[src/rtl/crossfade_ramp_ctrl.sv]
`default_nettype none
// ============================================================================
// Module   : crossfade_ramp_ctrl
// Purpose  : Ramps the crossfader level one LSB at a time toward a
//            commanded target. The rate is set by how many audio sample
//            ticks make up one step. A ramp can be frozen at its current
//            level with abort_i.
// Ports    : clk_i / rst_n_i      - clock, async active-low reset
//            sample_tick_i        - one-cycle audio sample strobe
//            cmd_valid_i/ready_o  - command handshake (ready only in IDLE)
//            cmd_target_i         - target level (0 = data_1, 255 = data_2)
//            cmd_period_i         - sample ticks per level step (0 acts as 1)
//            abort_i              - freeze the ramp, end it with done_o
//            level_o              - registered level toward the crossfader
//            busy_o               - ramp in progress
//            done_o               - one-cycle pulse when a ramp ends
// Revision : 1.0 - initial release
// ============================================================================
module crossfade_ramp_ctrl #(
    parameter logic [7:0] INIT_LEVEL = 8'd0,
    parameter int         PERIOD_W   = 8
) (
    input  logic                clk_i,
    input  logic                rst_n_i,
    input  logic                sample_tick_i,
    input  logic                cmd_valid_i,
    output logic                cmd_ready_o,
    input  logic [7:0]          cmd_target_i,
    input  logic [PERIOD_W-1:0] cmd_period_i,
    input  logic                abort_i,
    output logic [7:0]          level_o,
    output logic                busy_o,
    output logic                done_o
);

    localparam logic [PERIOD_W-1:0] c_period_one = PERIOD_W'(1);

    typedef enum logic [0:0] {
        ST_IDLE = 1'b0,
        ST_RAMP = 1'b1
    } state_t;

    state_t              state_q,    state_d;
    logic [7:0]          level_q,    level_d;
    logic [7:0]          target_q,   target_d;
    logic [PERIOD_W-1:0] period_q,   period_d;
    logic [PERIOD_W-1:0] tick_cnt_q, tick_cnt_d;
    logic                done_q,     done_d;

    logic [PERIOD_W-1:0] w_tick_cnt_inc;
    logic                w_step_due;
    logic [7:0]          w_level_step;

    // The counter always stays below the latched period (which is at least
    // one), so the increment never wraps within PERIOD_W bits.
    assign w_tick_cnt_inc = tick_cnt_q + c_period_one;
    assign w_step_due     = sample_tick_i && (w_tick_cnt_inc == period_q);

    // Only used while level_q != target_q, so neither direction can wrap.
    assign w_level_step = (level_q < target_q) ? (level_q + 8'd1)
                                               : (level_q - 8'd1);

    always_comb begin
        state_d    = state_q;
        level_d    = level_q;
        target_d   = target_q;
        period_d   = period_q;
        tick_cnt_d = tick_cnt_q;
        done_d     = 1'b0;

        case (state_q)
            ST_IDLE: begin
                if (cmd_valid_i) begin
                    target_d   = cmd_target_i;
                    period_d   = (cmd_period_i == '0) ? c_period_one : cmd_period_i;
                    tick_cnt_d = '0;
                    if (cmd_target_i == level_q) begin
                        done_d = 1'b1;
                    end else begin
                        state_d = ST_RAMP;
                    end
                end
            end

            ST_RAMP: begin
                if (abort_i) begin
                    // Abort wins over any step due in this cycle.
                    state_d = ST_IDLE;
                    done_d  = 1'b1;
                end else if (level_q == target_q) begin
                    // Defensive: cannot be reached through the command path.
                    state_d = ST_IDLE;
                    done_d  = 1'b1;
                end else if (w_step_due) begin
                    tick_cnt_d = '0;
                    level_d    = w_level_step;
                    // Leave RAMP on the same edge that lands on the target.
                    if (w_level_step == target_q) begin
                        state_d = ST_IDLE;
                        done_d  = 1'b1;
                    end
                end else if (sample_tick_i) begin
                    tick_cnt_d = w_tick_cnt_inc;
                end
            end

            default: begin
                state_d = ST_IDLE;
            end
        endcase
    end

    always_ff @(posedge clk_i or negedge rst_n_i) begin
        if (!rst_n_i) begin
            state_q    <= ST_IDLE;
            level_q    <= INIT_LEVEL;
            target_q   <= INIT_LEVEL;
            period_q   <= c_period_one;
            tick_cnt_q <= '0;
            done_q     <= 1'b0;
        end else begin
            state_q    <= state_d;
            level_q    <= level_d;
            target_q   <= target_d;
            period_q   <= period_d;
            tick_cnt_q <= tick_cnt_d;
            done_q     <= done_d;
        end
    end

    assign level_o     = level_q;
    assign done_o      = done_q;
    assign busy_o      = (state_q == ST_RAMP);
    assign cmd_ready_o = (state_q == ST_IDLE);

endmodule
`default_nettype wire

[config.mk]
export PLATFORM = sky130hd
export DESIGN_NAME = crossfade_ramp_ctrl
export DESIGN_NICKNAME = d
export VERILOG_FILES = /design/src/rtl/crossfade_ramp_ctrl.sv
export SDC_FILE = /design/constraint.sdc
export NUM_CORES = 1
export LEC_CHECK = 0
export ABC_AREA = 1
export CORE_ASPECT_RATIO = 0.8
export CORE_MARGIN = 2
export CORE_UTILIZATION = 28
export DETAILED_ROUTE_END_ITERATION = 10
export SYNTH_ARGS = -nofsm -noshare
export SYNTH_HDL_FRONTEND = slang
export SYNTH_SLANG_ARGS = --single-unit
[constraint.sdc]
create_clock -name clk_i -period 4 [get_ports clk_i]
set_clock_uncertainty 0.05 [all_clocks]
set_input_delay 0.8 -clock clk_i [delete_from_list [all_inputs] [get_ports clk_i]]
set_output_delay 0.8 -clock clk_i [all_outputs]
set_load 0.03 [all_outputs]
# ---- Word-level counts from Yosys, hierarchy flattened
# Cells that the tools add are included.
dict set report totals {
  ff_bits 34
  input_bits 21
  word_cells 48
}
dict set report classes {
  add_sub_neg 3
  n_lt_le_gt_ge 1
  eq_ne 8
  mux 22
  n_bitwise 3
  n_reduce_logical 5
}
# op n
set op_table {}
lappend op_table {{$mux W8} 7}
lappend op_table {{$eq A8 B8 Y1} 4}
lappend op_table {{$add A8 B1 Y8 const B} 2}
lappend op_table {{$pmux W8 S2} 1}
lappend op_table {{$mux W1} 12}
lappend op_table {{$logic_not A8 Y1} 1}
lappend op_table {{$lt A8 B8 Y1} 1}
lappend op_table {{$reduce_and A4 Y1} 2}
lappend op_table {{$sub A8 B1 Y8 const B} 1}
lappend op_table {{$ne A2 B2 Y1 const B} 3}
lappend op_table {{$pmux W1 S2} 2}
lappend op_table {{$ne A3 B2 Y1 const B} 1}
lappend op_table {{$not A1 Y1} 3}
lappend op_table {{$reduce_and A2 Y1} 1}
lappend op_table {{$logic_and A1 B1 Y1} 1}

# ---- Longest topological paths before layout
# Gate-level depths: netlist of run 1.
dict set report depth {
  depth_word 8
  mapped_depth 25
  depth_no_buf 25
}

# ---- Least setup slack after synthesis of run 1
# Ideal clock, no wire load.
dict set report synth_timing {
  path_type {register to register}
  from {register level_q[0], in the netlist level_o[0]}
  to {register state_q, in the netlist busy_o}
  arrival_ns 2.806
  required_ns 3.833
  setup_slack_ns 1.026
  path_stages_with_launch 25
  path_buffers 0
  synth_period_minus_slack_ns 2.974
  cell_sequence {dfrtp_1 > inv_1 > ha_1 > inv_1 > nand2_1 > nand2_1 > nand2_1 > nand2_1 > nand2_1 > nand2_1 > inv_1 > fa_1 > or2_1 > nand3_1 > nand2_1 > nor2_1 > nand2_1 > nor2_1 > nand2_1 > nor2_1 > nand2_1 > nor2_1 > nand2_1 > nand2_1 > nand2_1}
}
dict set report synth_via {
  elab_chain_len 8
  word_cells_on_any_way 14
  cone_classes {2 x add/sub; 1 x order compare; 3 x eq/ne; 8 x mux}
}
# item line_no
set synth_rtl {}
lappend synth_rtl {{from (decl)} 44} ;# logic [7:0] level_q, level_d;
lappend synth_rtl {{from (signal assigned)} 123} ;# level_q <= level_d;
lappend synth_rtl {{$sub A8 B1 Y8, or another cell as far along} 61} ;# : (level_q - 8'd1);
lappend synth_rtl {{$mux W8 (*)} 60} ;# assign w_level_step = (level_q < target_q) ? (level_q + 8'd1)
lappend synth_rtl {{net w_level_step[0]} 52} ;# logic [7:0] w_level_step;
lappend synth_rtl {{$eq A8 B8 Y1 (*)} 98} ;# if (w_level_step == target_q) begin
lappend synth_rtl {{$mux W1 (*)} 98}
lappend synth_rtl {{$mux W1 (*)} 94} ;# end else if (w_step_due) begin
lappend synth_rtl {{$mux W1 (*)} 90} ;# end else if (level_q == target_q) begin
lappend synth_rtl {{$mux W1 (*)} 86} ;# if (abort_i) begin
lappend synth_rtl {{$pmux W1 S2 (*)} 71} ;# case (state_q)
lappend synth_rtl {{net state_d} 43} ;# state_t state_q, state_d;
lappend synth_rtl {{to (signal assigned)} 122} ;# state_q <= state_d;
lappend synth_rtl {{to (decl)} 43}
# Mark *: on every way through the listed nets, which the timed path passes. The rest lies on a longest branch.
# A chain may end at the register's enable or synchronous reset.

# ---- Worst setup path in the final report of run 1
dict set report layout_timing {
  from {register level_q[0], in the netlist level_o[0]}
  to {register done_q, in the netlist done_o}
}
dict set report layout_via {
  elab_chain_len 8
  word_cells_on_any_way 14
  cone_classes {2 x add/sub; 1 x order compare; 3 x eq/ne; 8 x mux}
}
# item line_no
set layout_rtl {}
lappend layout_rtl {{$sub A8 B1 Y8, or another cell as far along} 61}
lappend layout_rtl {{$mux W8 (*)} 60}
lappend layout_rtl {{net w_level_step[0]} 52}
lappend layout_rtl {{$eq A8 B8 Y1 (*)} 98}
lappend layout_rtl {{$mux W1 (*)} 98}
lappend layout_rtl {{$mux W1 (*)} 94}
lappend layout_rtl {{$mux W1 (*)} 90}
lappend layout_rtl {{$mux W1 (*)} 86}
lappend layout_rtl {{$pmux W1 S2 (*)} 71}
lappend layout_rtl {{net done_d} 48} ;# logic done_q, done_d;
lappend layout_rtl {{to (signal assigned)} 127} ;# done_q <= done_d;
lappend layout_rtl {{to (decl)} 48}
# Marked as above.

==> run metrics, run 1 <==
Antenna Diode Count=0; Seq/Total Area, Yosys=0.333; pre-CTS setup slack=788 ps; Post-CTS Setup Bufs=0; Die X=111 um; part of the power in the clock network=0.298; Power Dens Cells=418 nW/um^2; CTS tree=built; Area growth syn-to-layout=23.7%; largest net degree at the start of global routing=27; area leader, netlist=dfrtp_1; initial core utilization=0.285; post-layout util=0.353; Site Rows=31; Post-Syn Instances=361; CTS Buf Count=5; hold buffer count at cts=0; Post-synth EDFFs=0; fin worst setup slack=777 ps; gr ovfl total=0; DIE AREA=9910 um^2; H-tree depth=2; clock tree buffer depth=2; first-pass GRT wire length=10900 um; initial drt markers=102; largest cells by area after synthesis=dfrtp_1 32%, nand2_1 17%, inv_1 7.9%; Max Cap Viol=0; synthesized cell area=2550 um^2; All-Layer GR Usage=0.137; Resized Gates After CTS=0; Tmin final=3220 ps; clk_lat worst skew=280 ps; leakage=0.00161 uW; DRC viols=0; total I/O pin count=32; overall power=1320 uW; Setup-failing EPs final=0; Clk pin slew, worst setup/hold paths=60 ps; initial antenna violation count=0; critical path startpoint category=register; Worst VDD drop=0.185 mV; DR vias/cell=4.66; Pins Over Slew Limit=0; CP Capture Type=register; drt wl/cell=12.7 um; vias in the first global route=2229; fin area=3160 um^2; Worst Tran Pin Value=812 ps; 1st-pass router iterations=5; status=finished clean; period utilization=0.806; critical path class=register to register; core area=8960 um^2; Crit path required time=4150 ps; # port buffers=31; Max Fanout on Critical Path=9; Yosys reg bits=34; share of cells above drive strength 1=0.0802; Clock Tree Root=clkbuf_16; nets=436; Hold Path Class=register to register; most common flop cell mapped by yosys=dfrtp_1; Final ANT Viol Nets=0; gp weighted congestion=0.859; Yosys cell types=35; Async S/R FF share, synth=1.00; Slew headroom=0.457; Post-DP HPWL=5180 um; Die Height=89.4 um; Int Power=830 uW; sw power=491 uW; Comb pwr share=0.354; Synth top area share=0.323; DR vias=2393; Syn Area/Cell=7.08 um^2; CTS sink count=34; switching share of power=0.372; Placement Cell Area=3010 um^2; Setup TNS=0 ps; total length of routed wires=6510 um; achievable clock frequency=310 MHz; Hold Violations, Final=0; Synth Warn #=0; RSZ-0062 raised after global routing=false; Synth Net Count=399; share of power burned in registers=0.348; Arr. time, crit path=3370 ps
[worst max-delay path, stage by stage, from the launching register on]
cell	delay, ps
dfrtp_1	460
inv_1	160
ha_1	220
inv_1	50
nand2_1	40
nand2_1	60
nand2_1	50
nand2_1	80
nand2_1	70
nand2_1	270
inv_1	100
fa_1	440
or2_1	230
nand3_1	60
nand2_1	50
nor2_1	80
nand2_1	60
nor2_1	80
nand2_1	50
nor2_1	110
nand2_1	60
nor2_1	90
nand2_1	80
a21oi_1	140
[power by group through the flow]
stage	logic [uW]	clock network, uW	registers [uW]
global placement	462	0	466
CTS	468	402	461
detailed placement	466	0	467
global route	529	419	470
finish	468	393	460
floorplan	308	0	472
[cell type report]
| type | instances | area (um^2) |
|---|---|---|
| clock inverter | 1 | 5.00 |
| fill | 928 | 5800 |
| sequential | 34 | 852 |
| multi-input combinational | 267 | 1470 |
| inverter | 57 | 219 |
| tap | 115 | 144 |
| clock buffer | 7 | 143 |
| timing repair buffer | 33 | 325 |
[layout by cell type, fill, tap and decap left out, types with 2 or more instances in the layout]
cell type / netlist / layout
o22ai_1: 5 / 5
nand4_1: 8 / 8
inv_2: 2 / 2
nand2_4: 2 / 2
a21oi_1: 9 / 9
o21ai_0: 15 / 15
ha_1: 16 / 16
dfrtp_1: 33 / 33
inv_1: 54 / 54
xnor2_1: 5 / 5
xor2_1: 2 / 2
nand2_1: 118 / 118
buf_4: 0 / 2
o21ai_1: 3 / 3
clkbuf_16: 0 / 5
nor2_1: 21 / 21
nor2_4: 2 / 2
clkdlybuf4s50_1: 0 / 31
nand3b_1: 6 / 6
nand3_1: 32 / 32
or2_2: 2 / 2
nand2_2: 7 / 7
nor4_1: 2 / 2
[metal layers]
layer	track usage	up-vias	share of wire
met1	0.198	1095	0.53
met5	0	-	0
li1	-	1236	-
met3	0.0224	9	0.036
met4	0.0432	0	0.012
met2	0.212	53	0.42
[cell families after synthesis]
logic type / after synthesis / share of synthesized area
adders and majority gates: 17 / 0.0862
DFF: 34 / 0.333
and+or+nand+nor: 207 / 0.383
buffers and inverters: 60 / 0.0901
AOI/OAI and AO/OA: 35 / 0.0744
xor gates and xnor gates: 8 / 0.0328
[stage by stage]
stage,cells,hold slack [ps]
after floorplan,361,405
after global placement,506,431
after detailed placement,506,433
after CTS,514,446
after global routing,514,459
final,514,443
[path summary, 6_finish.rpt]
| path | startpoint | end | slack (ps) | depth (start not counted) |
|---|---|---|---|---|
| min in group asynchronous | rst_n_i | period_q[5]$_DFFE_PN0P_ | 940 | 1 |
| worst min register to register | period_q[0]$_DFFE_PN1P_ | period_q[0]$_DFFE_PN1P_ | 440 | 2 |
| max in group asynchronous | rst_n_i | target_q[2]$_DFFE_PN0P_ | 2220 | 2 |
| worst max register to register | level_o[0]$_DFFE_PN0P_ | done_o$_DFF_PN0_ | 780 | 23 |
| worst max-delay path | level_o[0]$_DFFE_PN0P_ | done_o$_DFF_PN0_ | 780 | 23 |
| worst min-delay path | period_q[0]$_DFFE_PN1P_ | period_q[0]$_DFFE_PN1P_ | 440 | 2 |
[Yosys cell counts, types with 2 or more instances]
| cell type | instances |
|---|---|
| o21ai_1 | 3 |
| dfrtp_1 | 33 |
| nand3_1 | 32 |
| xnor2_1 | 5 |
| nor2_1 | 21 |
| inv_1 | 54 |
| nand2_4 | 2 |
| or2_2 | 2 |
| xor2_1 | 2 |
| inv_2 | 2 |
| nand3b_1 | 6 |
| nand4_1 | 8 |
| o21ai_0 | 15 |
| nor2_4 | 2 |
| ha_1 | 16 |
| nand2_2 | 7 |
| a21oi_1 | 9 |
| nand2_1 | 118 |
| clkbuf_1 | 3 |
| nor4_1 | 2 |
| o22ai_1 | 5 |
[state kept, by name (all words and copies together) (netlist names)]
signal      cells
level_o         8
period_q        8
target_q        8
tick_cnt_q      8
busy_o          1
done_o          1
Note: power is estimated with default switching activity, not from simulation.
==> inputs of run 2 (changes only) <==
clock period = 2.9 ns   (was 4 ns; I/O delays follow)
==> run 2 against run 1 <==
  * Clock power is 40% higher
  * Final area grew 9.6%
  * Combinational power is 64% higher
  * Critical path depth decreased by 3
  * Register-to-register slack lost 700 ps
  * Maximum frequency increased by 14%
  * Routed wire length grew 6.6%
  * Die area unchanged
  * Total power rose by 47%
  * Hold slack improved by 2.5 ps
  * Largest cell class unchanged
  * Core utilization grew 3.4 points
  * Global-route usage increased by 0.71 points
  * Critical endpoint is now busy_o$_DFF_PN0_
==> run metrics, run 2 (synthesized netlist as in run 1, its figures left out) <==
1st-pass router iterations=4 (-1); Tmin final=2830 ps (-396 ps); initial drt markers=127 (+25%); part of the power in the clock network=0.283 (-0.015); CTS tree=built; storage element area=853 um^2 (+0.15%); reg2reg start=level_o[5]$_DFFE_PN0P_; Setup TNS=0 ps (unchanged); period utilization=0.975 (+0.169); largest net degree at the start of global routing=35 (+30%); Arr. time, crit path=2940 ps (-430 ps); Hold Violations, Final=0 (unchanged); core area=8960 um^2 (unchanged); nets=456 (+4.6%); hold buffer count at cts=0 (unchanged); hold_sp=period_q[0]$_DFFE_PN1P_; drt wl/cell=13.0 um (+2.6%); most common cell after layout, fill and taps aside=nand2_1; Placed Instances=523 (+3.4%); Slew headroom=0.599 (+0.142); Worst Tran Pin Value=597 ps (-214 ps); Post-DP HPWL=5160 um (-0.52%); clock tree buffer depth=2 (unchanged); hold_ws=445 ps (+2.50 ps); Max Fanout on Critical Path=3 (-6); met1 global-route usage=0.200 (+0.00240); Worst VDD drop=0.266 mV (+44%); RSZ-0062 raised after global routing=true; Area growth syn-to-layout=35.6%; leakage=0.00170 uW (+5.4%); # port buffers=31 (unchanged); first-pass GRT wire length=11400 um (+4.5%); Max Cap Viol=0 (unchanged); switching share of power=0.372 (+0.000373); Crit path required time=3010 ps (-1140 ps); Site Rows=31 (unchanged); initial antenna violation count=0 (unchanged); path depth of the worst reg2reg path=20 (-13%); FF-to-FF setup slack=70 ps (-700 ps); Comb pwr share=0.394 (+0.040); area of the multi-input gates=1620 um^2 (+9.9%); WHS Path Cells=2 (unchanged); met2 Use GR=0.244 (+0.0312); Clock Tree Root=clkbuf_16; Int Power=1220 uW (+47%); critical path class=register to register; CTS sink count=34 (unchanged); status=finished clean; Clk pin slew, worst setup/hold paths=60 ps (about the same); sw power=724 uW (+47%); Die X=111 um (unchanged); post-layout util=0.387 (+0.0339); most frequent cells in the layout=113 x nand2_1, 43 x inv_1, 32 x nand3_1, 32 x dfrtp_1, 31 x clkdlybuf4s50_1; Power Dens Cells=561 nW/um^2 (+34%); vias in the first global route=2327 (+4.4%); share of power burned in registers=0.323 (-0.025); H-tree depth=2 (unchanged); initial core utilization=0.285 (unchanged); total length of routed wires=6940 um (+6.6%); gp weighted congestion=0.828 (-3.6%); achievable clock frequency=354 MHz (+14%); Final ANT Viol Nets=0 (unchanged); R2R Path End=busy_o$_DFF_PN0_; CP Capture Type=register; DIE AREA=9910 um^2 (unchanged); Cell Count, Final, Fillers Out=534 (+3.9%); Antenna Diode Count=0 (unchanged); busiest layer in global routing=met2; Pins Over Slew Limit=0 (unchanged); FILL cells=917 (-1.2%); Hold Path Class=register to register; share of cells above drive strength 1=0.208 (+0.127); total I/O pin count=32 (unchanged); Setup-failing EPs final=0 (unchanged); DR vias/cell=4.63 (-0.53%); critical path startpoint category=register; Hold Path End=period_q[0]$_DFFE_PN1P_; Die Height=89.4 um (unchanged); All-Layer GR Usage=0.144 (+0.00706); met3 Use GR=0.0163 (-0.00610); gr ovfl total=0 (unchanged); CTS Buf Count=5 (unchanged); clk_lat worst skew=280 ps (about the same); DRC viols=0 (unchanged); DR vias=2473 (+3.3%)
-- run 2: how the worst max path moves through the flow --
stage | from | to | slack [ps]
finish | level_o[5]$_DFFE_PN0P_ | busy_o$_DFF_PN0_ | 70
global route | target_q[1]$_DFFE_PN0P_ | busy_o$_DFF_PN0_ | -100
CTS | target_q[5]$_DFFE_PN0P_ | busy_o$_DFF_PN0_ | 0.5
detailed placement | target_q[5]$_DFFE_PN0P_ | busy_o$_DFF_PN0_ | -100
global placement | target_q[6]$_DFFE_PN0P_ | busy_o$_DFF_PN0_ | -70
floorplan | level_o[3]$_DFFE_PN0P_ | busy_o$_DFF_PN0_ | 8
-- run 2: metrics by stage --
stage,instance area [um^2],worst slack (ps),total power [uW]
floorplan,2560,8.50,1080
finish,3460,72.8,1940
global placement,3140,-72.0,1310
CTS,3380,0.494,1920
detailed placement,3140,-100,1330
global route,3460,-99.5,2090
-- run 2: timing repair --
item | 4_1_cts | 5_1_grt
gates resized for setup | 14 | 24
pin swaps | 6 | 11
setup buffers | 1 | 2
endpoints found under the setup margin | 2 | 2
hold endpoints to repair | 0 | 0
-- run 2: critical path: stages (launching register included) --
cell and delay [ps]:
dfrtp_1 410, ha_4 280, nand2_1 80, nor2_4 140, nand2_2 90, nand2_4 70
inv_2 40, fa_2 540, nor2_1 50, nor2_1 90, nand2_1 70, nor2_2 120
nand2_1 70, nor2_1 90, nand2_1 60, nor2_1 120, nand2_1 60, nor2_1 80
nand2_1 80, nand2_1 70, nand2_1 50
-- run 2: final cells by class --
cell class / instances / area share
clock inverters: 2 / 0.00361
inverters: 57 / 0.0632
well taps: 115 / 0.0415
flip-flops and latches: 34 / 0.246
clock buffers: 6 / 0.0401
repair buffers: 53 / 0.138
multi-input cells: 267 / 0.467
-- run 2: power by group through the flow --
stage | combinational [uW] | sequential (uW) | clock [uW]
floorplan | 425 | 653 | 0
global placement | 687 | 627 | 0
detailed placement | 699 | 628 | 0
CTS | 728 | 621 | 568
global route | 858 | 641 | 590
finish | 767 | 627 | 550
-- run 2: layer usage --
| layer | share of wire | vias to the layer above |
|---|---|---|
| li1 | - | 1270 |
| met3 | 0.020 | 7 |
| met5 | 0 | - |
| met1 | 0.52 | 1166 |
| met4 | 0.011 | 0 |
| met2 | 0.45 | 30 |
==> patch 1: new RTL, settings of run 2 <==
Register the input `cmd_period_i` before use, cleared by the reset. The logic sees it one clock later. The other inputs are not delayed to match.
--- a/src/rtl/crossfade_ramp_ctrl.sv
+++ b/src/rtl/crossfade_ramp_ctrl.sv
@@ -42,2 +42,12 @@
 
+    logic [PERIOD_W-1:0] cmd_period_q;
+
+    always_ff @(posedge clk_i or negedge rst_n_i) begin
+        if (!rst_n_i) begin
+            cmd_period_q <= '0;
+        end else begin
+            cmd_period_q <= cmd_period_i;
+        end
+    end
+
     state_t              state_q,    state_d;
@@ -74,3 +84,3 @@
                     target_d   = cmd_target_i;
-                    period_d   = (cmd_period_i == '0) ? c_period_one : cmd_period_i;
+                    period_d   = (cmd_period_q == '0) ? c_period_one : cmd_period_q;
                     tick_cnt_d = '0;
Check against the original RTL: not equivalent (a bounded check fails within 4 cycles, from zero or initial values and one cycle with rst_n_i low).
==> patch 1 against run 2 <==
  * Setup slack better by 0.092 ns
  * Sequential cell count grew 8
  * Sequential share of layout area up 4.6 points
  * Synthesized area rose by 0.39%
  * Wire length shrank 3.9%
  * Global-route usage decreased by 1.6 points
  * Synthesized cell count down 11%
  * Design area up 4.0%
  * Worst hold slack lost 0.043 ns
  * Critical path type unchanged
Power is not compared: it rests on default switching activity, and its combinational part moved more than twofold at a synthesized area within 25%.
==> patch 1: results (changes against run 2) <==
metric;value;unit;change
first-pass GRT wire length;10300;um;-10%
worst path arrival time;2.86;ns;-0.08 ns
Worst path max stage delay;0.41;ns;-0.13 ns
final std cells w/o fill;500;;-6.4%
final wirelength;6670;um;-3.9%
Synth area leaders;dfrtp_1 40%, nand2_1 14%, ha_1 7.8%;;
detailed-placement wirelength estimate;4620;um;-10%
GRT Resource Usage Total;0.128;;-0.0159
placed insts;479;;-8.4%
setup bufs post-CTS;0;;-1
vias in the first global route;2197;;-5.6%
syn avg cell area;7.97;sq um;+13%
Place WS;-0.0948;ns;+0.00555 ns
Post-Syn Nets;360;;-9.8%
Yosys cell types;31;;-11%
GPL Wtd Cong;0.851;;+2.9%
WHS;0.403;ns;-0.0427 ns
XOR/XNOR share of the synthesized area;0.0493;;+0.0165
slowest stage cell, crit path;dfrtp_1;;
max_slew headroom;0.349;;-0.250
outcome;completed;;
fin nets;422;;-7.5%
Resized Gates After CTS;2;;-12
M1 wire length;3320;um;-7.3%
fraction of the mapped netlist area in compound gates;0.105;;+0.0304
routed length on met3;267;um;+96%
share of cells above drive strength 1;0.226;;+0.0183
Seq/Total Area, Yosys;0.410;;+0.0767
via-per-instance ratio;4.63;;about the same
largest net degree at the start of global routing;43;;+23%
Crit Path Max Fanout;6;;+3
-- patch 1: cell count changes after synthesis, moves of 5 or more --
cell and delta:
nand3_1 -9, o21a_1 +7, dfrtp_1 +8, inv_1 -9, nand2_2 -5, nor2_1 -10
nand2_1 -20
-- patch 1: area by class of cell --
| type | instances | area (sq um) |
|---|---|---|
| clock buffers | 5 | 125 |
| clock inverters | 3 | 68.8 |
| fillers | 878 | 5360 |
| inverters | 46 | 173 |
| multi-input cells | 231 | 1530 |
| flip-flops and latches | 42 | 1050 |
| well taps | 115 | 144 |
| repair buffers | 58 | 515 |
-- patch 1: worst paths after layout --
kind / startpoint / depth (start not counted) / endpoint
min in group clk_i: cmd_period_q[3] / 2 / period_q[3]
min reg2reg: cmd_period_q[3] / 2 / period_q[3]
max in group asynchronous: rst_n_i / 1 / target_q[7]
max reg2reg: level_o[5] / 18 / busy_o
min: rst_n_i / 1 / tick_cnt_q[7]
max: level_o[5] / 18 / busy_o
==> patch 2: new RTL, flow settings as in run 2 <==
Without the edit above. Change the parameter `PERIOD_W` from 8 to 10.
--- a/src/rtl/crossfade_ramp_ctrl.sv
+++ b/src/rtl/crossfade_ramp_ctrl.sv
@@ -20,3 +20,3 @@
     parameter logic [7:0] INIT_LEVEL = 8'd0,
-    parameter int         PERIOD_W   = 8
+    parameter int         PERIOD_W   = 10
 ) (
Ports: changed (resized cmd_period_i); port bits go from 32 to 34. The function was not compared with the original's and may differ.
==> patch 2 against run 2 <==
  * Critical endpoint unchanged
  * Setup slack better by 0.016 ns
  * Design area up 12%
  * Largest power group unchanged
  * The flow now finishes with violations (design-rule violations)
  * Critical path type unchanged
  * Wire length up 9.6%
  * Power up 26%
  * Synthesized area up 4.3%
  * Sequential cell count up 4
  * Count of clock-buffer cells in the layout down 1
==> patch 2: results (changes against run 2) <==
metric;value;unit;change
outcome;finished with violations;;
violations in the final reports;design-rule violations;;
first-pass GRT wire length;12100;um;+6.1%
pwr/cell area;628;mW/mm^2;+12%
Seq/Total Area, Yosys;0.357;;+0.0238
GRT Resource Usage Total;0.145;;+0.000998
fin nets;494;;+8.3%
DRC Markers;2;;+2
Post-Syn Nets;425;;+6.5%
H-Tree Depth;2;;unchanged
Worst Tran Pin Value;0.912;ns;+0.315 ns
final std cells w/o fill;570;;+6.7%
vias in the first global route;2562;;+10%
FF-to-FF Start;target_q[5];;
Crit Path Max Fanout;5;;+2
Placed Area;0.00327;sq mm;+4.1%
worst path arrival time;2.93;ns;about the same
CTS Root Cell;clkbuf_16;;
Yosys cell types;31;;-11%
top cell types by occurrence after synthesis;130 x nand2_1, 56 x inv_1, 37 x dfrtp_1;;
R2R setup slack;0.09;ns;+0.02 ns
Tmin final;2.81;ns;-0.0161 ns
Iter 0 DRT Violations;181;;+43%
first-pass detailed-route iteration total;7;;+3
largest net degree at the start of global routing;39;;+11%
fillers;882;;-3.8%
XOR/XNOR share of the synthesized area;0.0263;;-0.00652
initial antenna violation count;0;;unchanged
Place WS;-0.0264;ns;+0.0740 ns
final wirelength;7600;um;+9.6%
Sw Share;0.352;;-0.0201
FF-to-FF path depth;19;;-5.0%
Pleak;1.78;nW;+4.8%
Syn Inst Count;385;;+6.6%
GPL Wtd Cong;0.915;;+11%
Synth area leaders;dfrtp_1 35%, nand2_1 18%, inv_1 7.9%;;
asr flop ratio synth;1.00;;unchanged
placed insts;548;;+4.8%
detailed-placement wirelength estimate;5460;um;+6.0%
share of cells above drive strength 1;0.240;;+0.0319
via count;2718;;+9.9%
Port Buffers;33;;+6.5%
fraction of the mapped netlist area in compound gates;0.0808;;+0.00631
maximum VDD drop;0.286;mV;+7.4%
synthesized-area fraction occupied by adder cells;0.0826;;-0.00356
Hold Crit Class;primary input to asynchronous set/reset pin;;
==> patch 2: cell count changes in the layout (fill, tap and decap cells not counted), sizes merged, moves of 4 or more <==
cell	run 2	this run
or2	3	10
buf	22	34
xor2	2	7
xnor2	5	1
nand3b	6	1
o22ai	5	0
nand2	127	134
dfrtp	33	37
o21ai	19	30
nor2	24	17
==> patch 2: worst min-delay path by stage <==
stage,startpoint,slack (ns),cells past startpoint,end
2_1_floorplan,rst_n_i,0.23,0,busy_o
3_3_place_gp,period_q[0],0.42,2,period_q[0]
3_5_place_dp,period_q[0],0.42,2,period_q[0]
4_1_cts,rst_n_i,0.42,1,tick_cnt_q[9]
5_1_grt,rst_n_i,0.45,1,tick_cnt_q[8]
6_report,rst_n_i,0.38,1,tick_cnt_q[8]
==> patch 2: power groups by stage <==
| stage | registers (mW) | clock network [mW] | logic, mW |
|---|---|---|---|
| final | 0.659 | 0.717 | 1.07 |
| after global routing | 0.666 | 0.761 | 1.19 |
| after CTS | 0.653 | 0.738 | 0.750 |
| after detailed placement | 0.663 | 0 | 0.730 |
| after global placement | 0.661 | 0 | 0.712 |
| after floorplan | 0.676 | 0 | 0.465 |
==> patch 2: cell type report <==
type,instances,share of cell area
tap,115,0.0369
inverter,57,0.0549
clock inverter,3,0.0177
clock buffer,5,0.0321
multi-input combinational,286,0.465
sequential,38,0.245
timing repair buffer,66,0.149
==> patch 2: per-layer routing <==
metal	part of all wire	track usage	vias to the layer above
met4	0.029	0.0427	0
met3	0.054	0.0207	19
li1	-	-	1370
met1	0.47	0.203	1262
met2	0.45	0.234	67
met5	0	0	-
==> patch 2: worst max-delay path: stages, from the launching register on <==
cell	delay (ns)
dfrtp_1	0.38
inv_2	0.10
ha_4	0.22
a21oi_4	0.16
nor2_2	0.07
nor2_4	0.22
nand2_8	0.11
ha_4	0.27
a21oi_4	0.17
nand2_4	0.09
nand3_4	0.09
nand3b_1	0.15
nand2_2	0.12
nand2_2	0.05
nand2_2	0.07
nand3_1	0.08
nor2_1	0.11
nand2_1	0.07
nand2_1	0.06
nand2_1	0.06
==> patch 2: per-stage QoR <==
stage | total power, mW | setup TNS (ns)
final | 2.44 | 0
after global routing | 2.62 | -0.218
after CTS | 2.14 | 0
after detailed placement | 1.39 | -0.0348
after global placement | 1.37 | 0
after floorplan | 1.14 | 0
==> patch 2: what timing repair did <==
action / in CTS / in global routing
gates resized for setup: 2 / 66
endpoints found under the setup margin: 2 / 3
gates cloned: 1 / 0
pin swaps: 1 / 36
buffers inserted: 2 / 11
==> patch 2: cell families (layout without fill, tap and decap cells) <==
group | count (synthesis) | in the layout
compound gates | 42 | 42
xor+xnor | 8 | 8
fa+ha+maj | 17 | 17
buf+inv | 62 | 131
flops | 38 | 38
simple gates | 218 | 219
